===== config.mk =====
export PLATFORM = sky130hd
export DESIGN_NAME = pipe_chain_ctrl
export DESIGN_NICKNAME = d
export VERILOG_FILES = /design/src/rtl/cpu_pipe_pkg.sv /design/src/rtl/pipe_stage_reg.sv /design/src/rtl/pipe_chain_ctrl.sv
export SDC_FILE = /design/constraint.sdc
export NUM_CORES = 1
export LEC_CHECK = 0
export CORE_MARGIN = 1
export CORE_UTILIZATION = 45
export CTS_CLUSTER_DIAMETER = 60
export DETAILED_ROUTE_END_ITERATION = 10
export PLACE_DENSITY = 0.84
export SYNTH_ARGS = -nofsm -noshare
export SYNTH_HDL_FRONTEND = slang
export SYNTH_HIERARCHICAL = 1
export SYNTH_SLANG_ARGS = --single-unit
export TNS_END_PERCENT = 20

===== constraint.sdc =====
create_clock -name clk -period 3.6 [get_ports clk]
set_input_delay 0.36 -clock clk [delete_from_list [all_inputs] [get_ports clk]]
set_output_delay 0.36 -clock clk [all_outputs]
set_load 0.05 [all_outputs]

===== src/rtl/cpu_pipe_pkg.sv =====
// Shared definitions for the CPU pipeline register chain: default sizes,
// counter type and the per-stage slicing helper for flattened stage buses.
package cpu_pipe_pkg;

  localparam int unsigned DEF_DATA_W = 32'd32;
  localparam int unsigned DEF_STAGES = 32'd4;
  localparam int unsigned DEF_CNT_W  = 32'd32;

  typedef logic [DEF_CNT_W-1:0] perf_cnt_t;

  // Bit offset of stage idx inside a flattened STAGES*width bus
  function automatic int unsigned stage_lsb(input int unsigned idx, input int unsigned width);
    return idx * width;
  endfunction

endpackage


===== src/rtl/pipe_stage_reg.sv =====
// One pipeline stage: valid flag plus payload register, with move/load/flush
// controls supplied by the chain controller.
module pipe_stage_reg #(
  parameter int unsigned DATA_W = 32'd32
) (
  input  logic              clk,
  input  logic              arst_n,
  input  logic              move,
  input  logic              load,
  input  logic              flush,
  input  logic [DATA_W-1:0] load_data,
  output logic              valid,
  output logic [DATA_W-1:0] data
);

  logic              valid_r;
  logic [DATA_W-1:0] data_r;

  // Valid flag: flush wins, a moving stage takes the incoming valid, else hold
  always_ff @(posedge clk or negedge arst_n) begin
    if (!arst_n) begin
      valid_r <= 1'b0;
    end else if (flush) begin
      valid_r <= 1'b0;
    end else if (move) begin
      valid_r <= load;
    end else begin
      valid_r <= valid_r;
    end
  end

  // Payload: only a real incoming item overwrites it; bubbles leave it alone
  always_ff @(posedge clk or negedge arst_n) begin
    if (!arst_n) begin
      data_r <= {DATA_W{1'b0}};
    end else if (move && load && !flush) begin
      data_r <= load_data;
    end else begin
      data_r <= data_r;
    end
  end

  assign valid = valid_r;
  assign data  = data_r;

endmodule


===== src/rtl/pipe_chain_ctrl.sv =====
// Pipeline register chain with per-stage stall, younger-stage flush and
// ready/valid ends. Optional counters are built when PIPE_PERF_CNT_EN is defined.
module pipe_chain_ctrl
  import cpu_pipe_pkg::*;
#(
  parameter int unsigned DATA_W = DEF_DATA_W,
  parameter int unsigned STAGES = DEF_STAGES,
  parameter int unsigned CNT_W  = DEF_CNT_W
) (
  input  logic                     clk,
  input  logic                     arst_n,
  input  logic                     enable,
  input  logic                     in_valid,
  input  logic [DATA_W-1:0]        in_data,
  output logic                     in_ready,
  input  logic [STAGES-1:0]        stall_req,
  input  logic [STAGES-1:0]        flush_req,
  output logic                     out_valid,
  output logic [DATA_W-1:0]        out_data,
  input  logic                     out_ready,
  output logic [STAGES-1:0]        stage_valid,
  output logic [STAGES*DATA_W-1:0] stage_data,
  input  logic                     perf_clr,
  output logic [CNT_W-1:0]         perf_retired,
  output logic [CNT_W-1:0]         perf_stall,
  output logic [CNT_W-1:0]         perf_flush
);

  logic [STAGES-1:0] move_s;
  logic [STAGES-1:0] inv_s;
  logic [STAGES-1:0] flush_mask_s;
  logic [STAGES-1:0] valid_s;
  logic [DATA_W-1:0] din_s  [STAGES];
  logic [DATA_W-1:0] data_s [STAGES];
  logic              any_flush_s;
  logic              in_ready_s;
  logic              chain_s;
  logic              flush_acc_s;

  // Move chain from the oldest stage down, plus the flush mask of younger stages
  always_comb begin
    chain_s      = out_ready;
    flush_acc_s  = 1'b0;
    move_s       = {STAGES{1'b0}};
    flush_mask_s = {STAGES{1'b0}};
    for (int i = STAGES - 1; i >= 0; i--) begin
      move_s[i]       = enable & ~stall_req[i] & (~valid_s[i] | chain_s);
      chain_s         = move_s[i];
      flush_acc_s     = flush_acc_s | flush_req[i];
      flush_mask_s[i] = flush_acc_s & enable;
    end
    any_flush_s = |flush_req;
    in_ready_s  = move_s[0] & ~any_flush_s;
  end

  // Incoming item for each stage: producer for stage 0, the older neighbour otherwise
  always_comb begin
    inv_s = {STAGES{1'b0}};
    for (int i = 0; i < STAGES; i++) begin
      din_s[i] = {DATA_W{1'b0}};
    end
    inv_s[0] = in_valid & in_ready_s;
    din_s[0] = in_data;
    for (int i = 1; i < STAGES; i++) begin
      inv_s[i] = valid_s[i-1] & ~stall_req[i-1];
      din_s[i] = data_s[i-1];
    end
  end

  for (genvar g = 0; g < STAGES; g++) begin : g_stage
    pipe_stage_reg #(
      .DATA_W(DATA_W)
    ) u_stage (
      .clk       (clk),
      .arst_n    (arst_n),
      .move      (move_s[g]),
      .load      (inv_s[g]),
      .flush     (flush_mask_s[g]),
      .load_data (din_s[g]),
      .valid     (valid_s[g]),
      .data      (data_s[g])
    );
    assign stage_data[stage_lsb(g, DATA_W) +: DATA_W] = data_s[g];
  end

  assign in_ready    = in_ready_s;
  assign stage_valid = valid_s;
  assign out_valid   = valid_s[STAGES-1];
  assign out_data    = data_s[STAGES-1];

`ifdef PIPE_PERF_CNT_EN
  localparam logic [CNT_W-1:0] CNT_ONE = {{(CNT_W-1){1'b0}}, 1'b1};
  localparam logic [CNT_W-1:0] CNT_MAX = {CNT_W{1'b1}};

  logic             retire_s;
  logic [CNT_W-1:0] retired_r;
  logic [CNT_W-1:0] stall_cnt_r;
  logic [CNT_W-1:0] flush_cnt_r;

  assign retire_s = valid_s[STAGES-1] & out_ready & enable;

  // Saturating event counters; clear beats increment, everything frozen while disabled
  always_ff @(posedge clk or negedge arst_n) begin
    if (!arst_n) begin
      retired_r   <= {CNT_W{1'b0}};
      stall_cnt_r <= {CNT_W{1'b0}};
      flush_cnt_r <= {CNT_W{1'b0}};
    end else if (!enable) begin
      retired_r   <= retired_r;
      stall_cnt_r <= stall_cnt_r;
      flush_cnt_r <= flush_cnt_r;
    end else if (perf_clr) begin
      retired_r   <= {CNT_W{1'b0}};
      stall_cnt_r <= {CNT_W{1'b0}};
      flush_cnt_r <= {CNT_W{1'b0}};
    end else begin
      if (retire_s && (retired_r != CNT_MAX)) retired_r <= retired_r + CNT_ONE;
      else retired_r <= retired_r;
      if ((|stall_req) && (stall_cnt_r != CNT_MAX)) stall_cnt_r <= stall_cnt_r + CNT_ONE;
      else stall_cnt_r <= stall_cnt_r;
      if ((|flush_req) && (flush_cnt_r != CNT_MAX)) flush_cnt_r <= flush_cnt_r + CNT_ONE;
      else flush_cnt_r <= flush_cnt_r;
    end
  end

  assign perf_retired = retired_r;
  assign perf_stall   = stall_cnt_r;
  assign perf_flush   = flush_cnt_r;
`else
  logic unused_perf_clr_s;

  assign unused_perf_clr_s = perf_clr;
  assign perf_retired      = {CNT_W{1'b0}};
  assign perf_stall        = {CNT_W{1'b0}};
  assign perf_flush        = {CNT_W{1'b0}};
`endif

endmodule

# --- Yosys cells after proc, flatten, opt, wreduce, memory -nomap -nowiden ---
# Index checks and enable logic that the tools add are counted.
# W data, S select, Z words.
word_totals:
  reg_bits: 132
  out_inout_bits: 262
op_classes:
  mux: 8
  bitwise: 33
  n_reduce_logical: 17
op_table:
  columns: ["op", "n"]
  rows:
  - ["$and A1 B1 Y1", 17]
  - ["$not A1 Y1", 9]
  - ["$logic_and A1 B1 Y1", 8]
  - ["$mux W1", 8]
  - ["$reduce_bool A2 Y1", 4]
  - ["$or A1 B1 Y1", 7]
  - ["$logic_not A1 Y1", 4]
  - ["$reduce_or A4 Y1", 1]

# --- Depth between registers and ports, before layout ---
# Gate-level depths: netlist of the first run.
depth:
  ltp_word: 13
  depth_mapped: 6

# --- Hierarchy ---
# The synthesis of the first run kept the hierarchy.
by_module_without_submodules:
  columns: ["module", "instances", "cells_per_inst", "area_each_um2", "seq_area_each_um2"]
  rows:
  - ["pipe_stage_reg", 4, 71, 1366.3, 825.8]
  - ["pipe_chain_ctrl", 1, 154, 1113.6, 0.0]

# --- Worst setup path before layout of the first run ---
# Ideal clock, no wire load.
synth_path:
  path_kind: "register to output"
  from: "register g_stage[1].u_stage.valid_r"
  to: "output in_ready"
  arrival_time_ns: 2.416
  slack_ns: 0.824
  stages_incl_launch_ff: 4
  n_path_buf: 0
  path_cell_list: "dfrtp_1 a21o_1 a211o_1 a311oi_1"
synth_between:
  elab_chain_len: 6
synth_lines:
  columns: ["item", "line", "text"]
  rows:
  - ["start: declaration", "pipe_stage_reg.sv:16", "logic valid_r;"]
  - ["start signal: assignment", "pipe_stage_reg.sv:26", "valid_r <= load;"]
  - ["start signal: assignment", "pipe_stage_reg.sv:28", "valid_r <= valid_r;"]
  - ["$not A1 Y1", "pipe_chain_ctrl.sv:47", "move_s[i] = enable & ~stall_req[i] & (~valid_s[i] | chain_s);"]
  - ["$or A1 B1 Y1", "pipe_chain_ctrl.sv:47", null]
  - ["$and A1 B1 Y1", "pipe_chain_ctrl.sv:47", null]
  - ["$or A1 B1 Y1", "pipe_chain_ctrl.sv:47", null]
  - ["$and A1 B1 Y1", "pipe_chain_ctrl.sv:47", null]
  - ["$and A1 B1 Y1", "pipe_chain_ctrl.sv:53", "in_ready_s = move_s[0] & ~any_flush_s;"]
  - ["end: declaration", "pipe_chain_ctrl.sv:15", "output logic in_ready,"]
# No other way between the ends.

# --- Final worst setup path of the first run ---
# Same ends and word-level chain as after synthesis.

==> results.md, run 1 <==
* Status: finished, final reports clean
* Core box area at 0.0141 mm²
* Pin count of the biggest net entering global routing at 78
* Clock Path Buffers at 2
* R2R cell count at 6
* Most frequent cells in the layout: clkdlybuf4s50_1 (209), dfrtp_1 (132), mux2_4 (120)
* Final Util at 62.8%
* Grt total ovfl at 0
* H-tree levels at 4
* Clock-pin transition on the worst setup and hold timing paths at 0.06 ns
* CP Launch Type: flip-flop
* Syn avg cell area at 15.0 µm²
* Most common cell after layout, fill and taps aside: clkdlybuf4s50_1
* Met1 usage at 22.4%
* P_int at 0.00279 W
* Netlist cell types at 22
* Iteration count of the initial detailed-routing pass at 4
* Vias in the first global route at 3609
* NetSw at 0.000947 W
* Ports at 308
* Die height at 123 µm
* Initial antenna violation count at 0
* Minimum clock period after layout at 2.91 ns
* Worst R2R Setup Slack at 1.11 ns
* CTS tree: done
* Worst Clk Skew at 0.0148 ns
* Iteration-0 DRC Markers at 97
* Sequential share of the synthesized area at 50.2%
* Fin nets at 673
* Worst slew pin tran at 0.713 ns
* Mapped cell area at 0.00658 mm²
* Wire per inst at 16.8 µm
* Total GRT Usage at 18.5%
* CP max stage cell: clkdlybuf4s50_1
* DRT antenna net count at 0
* VDD IR max at 0.000285 V
* CTS buffer count at 17
* Instance count of the mapped netlist at 438
* Die Width at 123 µm
* Gpl congestion at 0.801
* Yosys reg bits at 132
* M3 GR Usage at 4.29%
* Final hold violation count at 0
* Switching share of power at 25.3%
* Crit. End Element: output port
* Number of max-cap violations at 0
* DRC viols at 0
* Synthesis-to-layout area growth at 34.6%
* Max_slew headroom at 52.5%
* Global route hottest layer: met2
* Crit-path max FO at 8
* Synth warn at 6
* Die footprint at 0.0151 mm²
* First-pass GRT wire length at 20.6 mm
* Worst reg2reg startpoint: g_stage[1].u_stage/valid
* Worst Path Required at 3.24 ns
* Via-to-Cell Ratio at 4.52
* Post-route total power at 0.00374 W
* Power Dens Cells at 422 mW/mm²
* FF+latch area at 0.00330 mm²
* Area of the multi-input gates at 0.00252 mm²
* Clock root buffer: clkbuf_16
* Met2 usage at 31.0%
* Site row count at 43
* Antenna cell count at 0
* Setup TNS Final at 0 ns
* Slew Limit Fails at 0
* Max incr delay on CP at 0.85 ns
* Setup-failing EPs final at 0
* Final period utilization at 80.8%
* Clock sink total at 132
* Seq pwr share at 40.3%
* Port-buffer cells at 210
* Lkg Pwr at 4.59 nW
* Cells along the critical path: a21o_1, a211o_1, a311oi_1, clkdlybuf4s50_1
* Total wire length at 13.8 mm
* Gate power share at 10.5%
* Clk_lat worst skew at 0.42 ns
* Clock power frac at 49.2%
* RSZ-0062 raised after global routing: no
* Post-cts resize count at 0
* Routed vias at 3705
* Reg2reg end: g_stage[0].u_stage/data[5]
* Critical path class: flip-flop to output port
* Hpwl dp at 9.93 mm
* CP arrival at 2.55 ns
* Hold Crit Class: input pin to asynchronous set/reset pin
* Fmax at 344 MHz
* Fill cells at 1054
* Fraction of layout cells with a size suffix above 1 at 26.6%
* Starting Density at 46.7%
[how the worst max path moves through the flow]
stage | start | to | slack [ns] | cells after the start
floorplan | g_stage[1].u_stage/valid | in_ready | 0.82 | 3
global placement | stall_req[2] | in_ready | 0.83 | 5
detailed placement | flush_req[3] | g_stage[0].u_stage/data[5] | 0.74 | 7
CTS | g_stage[1].u_stage/valid | in_ready | 0.70 | 4
global route | g_stage[1].u_stage/valid | in_ready | 0.58 | 4
finish | g_stage[1].u_stage/valid | in_ready | 0.69 | 4
[metal layers]
metal	share of wire [%]	vias to the layer above
li1	-	1651
met1	40	1859
met2	52	170
met3	4.9	25
met4	2.6	0
met5	0	-
[area by class of cell]
type | instances | area share [%]
Inverter | 2 | 0.0848
Clock buffer | 20 | 5.27
Clock inverter | 12 | 2.01
Sequential cell | 132 | 37.3
Timing Repair Buffer | 216 | 24.3
Tap cell | 180 | 2.54
Multi-Input combinational cell | 258 | 28.5
[cells by family after synthesis]
kind of cell	share of synthesized area [%]
AND/OR/NAND/NOR	2.62
AO/OA/AOI/OAI	0.856
other	0.0570
multiplexers	29.4
buffers and inverters	16.9
flip-flops	50.2
[power by group through the flow]
stage	Sequential [W]	Combinational (W)	Clock (W)
after detailed placement	0.00153	0.000392	0
after global routing	0.00151	0.000412	0.00193
after floorplan	0.00157	0.000328	0
final	0.00150	0.000393	0.00184
after global placement	0.00153	0.000387	0
after CTS	0.00150	0.000394	0.00188
[flip-flops by register name, summed over array words and instances (netlist names)]
name and count:
g_stage.u_stage/valid 4, g_stage.u_stage/data 128
[worst max-delay path: cells and delay by family, from the launching register on]
family,cells,cell delay (ns)
buffers and inverters,1,0.85
AO/OA/AOI/OAI,3,0.83
flip-flops,1,0.46
[stage by stage]
| stage | std cells | setup WS [ns] | area [µm²] | hold WS [ns] |
|---|---|---|---|---|
| after global placement | 787 | 0.832 | 8200 | 0.432 |
| after CTS | 820 | 0.697 | 8850 | 0.534 |
| after floorplan | 533 | 0.824 | 6940 | 0.0644 |
| after global routing | 820 | 0.584 | 8850 | 0.546 |
| after detailed placement | 787 | 0.740 | 8200 | 0.444 |
| final | 820 | 0.690 | 8850 | 0.533 |
[synthesized netlist by cell type (all sizes together)]
| library cell | instances | area share [%] |
|---|---|---|
| a211o | 1 | 0.13 |
| a21o | 1 | 0.11 |
| a311oi | 2 | 0.27 |
| a31oi | 1 | 0.095 |
| and2 | 1 | 0.095 |
| buf | 141 | 17 |
| conb | 1 | 0.057 |
| dfrtp | 132 | 50 |
| inv | 2 | 0.11 |
| mux2 | 128 | 29 |
| mux2i | 4 | 0.61 |
| nand2 | 1 | 0.057 |
| nand3b | 4 | 1.2 |
| nor2 | 8 | 0.46 |
| nor2b | 4 | 0.38 |
| nor3 | 3 | 0.23 |
| nor4 | 1 | 0.095 |
| o21a | 1 | 0.11 |
| o32ai | 1 | 0.13 |
| or3 | 1 | 0.095 |
[repair_timing]
item,CTS,global route
endpoints found under the hold margin,41,0
buffers inserted,0,0
hold buffers,1,0
No activity file was read; power rests on OpenSTA's default activity.
==> run 2: changes to the inputs <==
--- a/config.mk
+++ b/config.mk
@@ -6,10 +6,10 @@
 export NUM_CORES = 1
 export LEC_CHECK = 0
 export CORE_MARGIN = 1
-export CORE_UTILIZATION = 45
+export CORE_UTILIZATION = 42
 export CTS_CLUSTER_DIAMETER = 60
 export DETAILED_ROUTE_END_ITERATION = 10
-export PLACE_DENSITY = 0.84
+export PLACE_DENSITY = 0.79
 export SYNTH_ARGS = -nofsm -noshare
 export SYNTH_HDL_FRONTEND = slang
 export SYNTH_HIERARCHICAL = 1
==> constraint.sdc (replaced) <==
create_clock -name clk -period 2.9 [get_ports clk]
set_input_delay 0.29 -clock clk [delete_from_list [all_inputs] [get_ports clk]]
set_output_delay 0.29 -clock clk [all_outputs]
set_load 0.05 [all_outputs]
==> run 2 against run 1 <==
  * Total power increased by 18%
  * Non-clock buffer count increased by 1
  * Sequential power increased by 25%
  * Utilization decreased by 4.8 points
==> results.md, run 2 (synthesized netlist as in run 1, its figures left out) <==
* Status: finished, final reports clean
* Worst slew pin tran at 0.779 ns
* Power Dens Cells at 500 mW/mm²
* Fin Hold WS at 0.492 ns
* Delay-heaviest family, CP: compound AO/OA/AOI/OAI gates
* Max_slew headroom at 48.1%
* Clock-pin transition on the worst setup and hold timing paths at 0.05 ns
* Die footprint at 0.0162 mm²
* Top layer used by detailed routing: met4
* Iteration-0 DRC Markers at 115
* Crit-path max FO at 21
* CP arrival at 2.64 ns
* Vias in the first global route at 3794
* Core box area at 0.0153 mm²
* Starting Density at 43.1%
* Worst Path Required at 3.19 ns
* Slew Limit Fails at 0
* First-pass GRT wire length at 21.5 mm
* Die height at 127 µm
* Hpwl dp at 10.3 mm
* Die Width at 127 µm
* Post-DP Area at 0.00827 mm²
* Clk_lat worst skew at 0.41 ns
* Grt total ovfl at 0
* Gpl congestion at 0.779
* Hold Crit Class: input pin to asynchronous set/reset pin
* Fraction of layout cells with a size suffix above 1 at 26.0%
* Clock root buffer: clkbuf_16
* Fmax at 427 MHz
* Ports at 308
* Final period utilization at 80.8%
* Wire per inst at 16.7 µm
* H-tree levels at 4
* Via-to-Cell Ratio at 4.38
* Antenna cell count at 0
* Final instance area at 0.00884 mm²
* Pin count of the biggest net entering global routing at 83
* Total wire length at 14.2 mm
* Site row count at 45
* Most common cell after layout, fill and taps aside: clkdlybuf4s50_1
* Worst Clk Skew at 0.00439 ns
* Most frequent cells in the layout: clkdlybuf4s50_1 (208), dfrtp_1 (132), mux2_4 (120)
* Wire length on met3 at 648 µm
* Layout Cells excl Fill at 849
* Initial antenna violation count at 0
* Setup-failing EPs final at 0
* Max incr delay on CP at 0.46 ns
* Clock sink total at 132
* Flip-flop count of the largest register after layout at 128
* Port-buffer cells at 210
* Crit. End Element: flip-flop
* Iteration count of the initial detailed-routing pass at 4
* Met2 routed WL at 7.38 mm
* Setup TNS Final at 0 ns
* Placed insts at 819
* Final hold violation count at 0
* CTS buffer count at 17
* Critical path class: flip-flop to flip-flop
* Final Util at 58.0%
* Metal-1 WL at 5.86 mm
* Synthesis-to-layout area growth at 34.4%
* CP max stage cell: dfrtp_1
* DRT antenna net count at 0
* RSZ-0062 raised after global routing: no
* Total GRT Usage at 17.9%
* Fin nets at 674
* Cells along the critical path: a21o_1, a211o_1, a311oi_1, nand3b_4, buf_4, mux2_4
* VDD IR max at 0.000347 V
* Routed vias at 3716
* Minimum clock period after layout at 2.34 ns
* CP Launch Type: flip-flop
* Number of max-cap violations at 0
* Lkg Pwr at 4.59 nW
* CP bufs+invs at 1
* DRC viols at 0
* Clock Path Buffers at 2
* CTS tree: done
* Setup Buffers After CTS at 0
==> run 2: changes by cell type in the layout (fill, tap and decap cells not counted) <==
cell,before,now
clkinv_2,2,3
clkinvlp_4,4,0
clkinv_4,2,0
clkbuf_1,0,3
bufinv_16,4,2
clkbuf_8,3,4
buf_12,0,2
clkdlybuf4s50_1,209,208
==> run 2: final timing paths <==
path / startpoint / end / slack (ns) / cells after the start
setup / recovery: g_stage[1].u_stage/valid / g_stage[0].u_stage/data[2] / 0.56 / 6
hold / removal: arst_n / g_stage[2].u_stage/data[27] / 0.49 / 2
setup reg to reg: g_stage[1].u_stage/valid / g_stage[0].u_stage/data[2] / 0.56 / 6
hold reg to reg: g_stage[3].u_stage/data[3] / g_stage[3].u_stage/data[3] / 0.53 / 1
max in group asynchronous: arst_n / g_stage[0].u_stage/data[26] / 1.63 / 3
min in group clk: in_data[19] / g_stage[0].u_stage/data[19] / 0.49 / 2
==> run 2: what timing repair did <==
action	4_1_cts	5_1_grt
hold buffers	1	0
resized for setup	0	0
endpoints found under the hold margin	81	0
==> run 2: area by class of cell <==
class	count	area (µm²)
clock buffer	24	492
tap	211	264
inverter	2	7.51
multi-input combinational	258	2520
clock inverter	5	75.1
fill	1198	6410
sequential	132	3300
timing repair buffer	217	2180
==> run 2: through the flow <==
step	worst slack (ns)	power, W
6_report	0.556	0.00442
5_1_grt	0.463	0.00458
4_1_cts	0.547	0.00447
3_5_place_dp	0.261	0.00239
3_3_place_gp	0.279	0.00238
2_1_floorplan	0.194	0.00235
==> run 2: power by group <==
| part | internal (W) | switching [W] | total (W) |
|---|---|---|---|
| sequential | 0.00186 | 0.0000121 | 0.00187 |
| clock | 0.00134 | 0.000729 | 0.00207 |
| combinational | 0.000102 | 0.000386 | 0.000488 |
==> run 2: layer usage <==
layer | vias up | GRT usage, %
met1 | 1896 | 21.1
met3 | 22 | 5.03
li1 | 1647 | -
met5 | - | 0
met2 | 151 | 30.3
met4 | 0 | 8.05
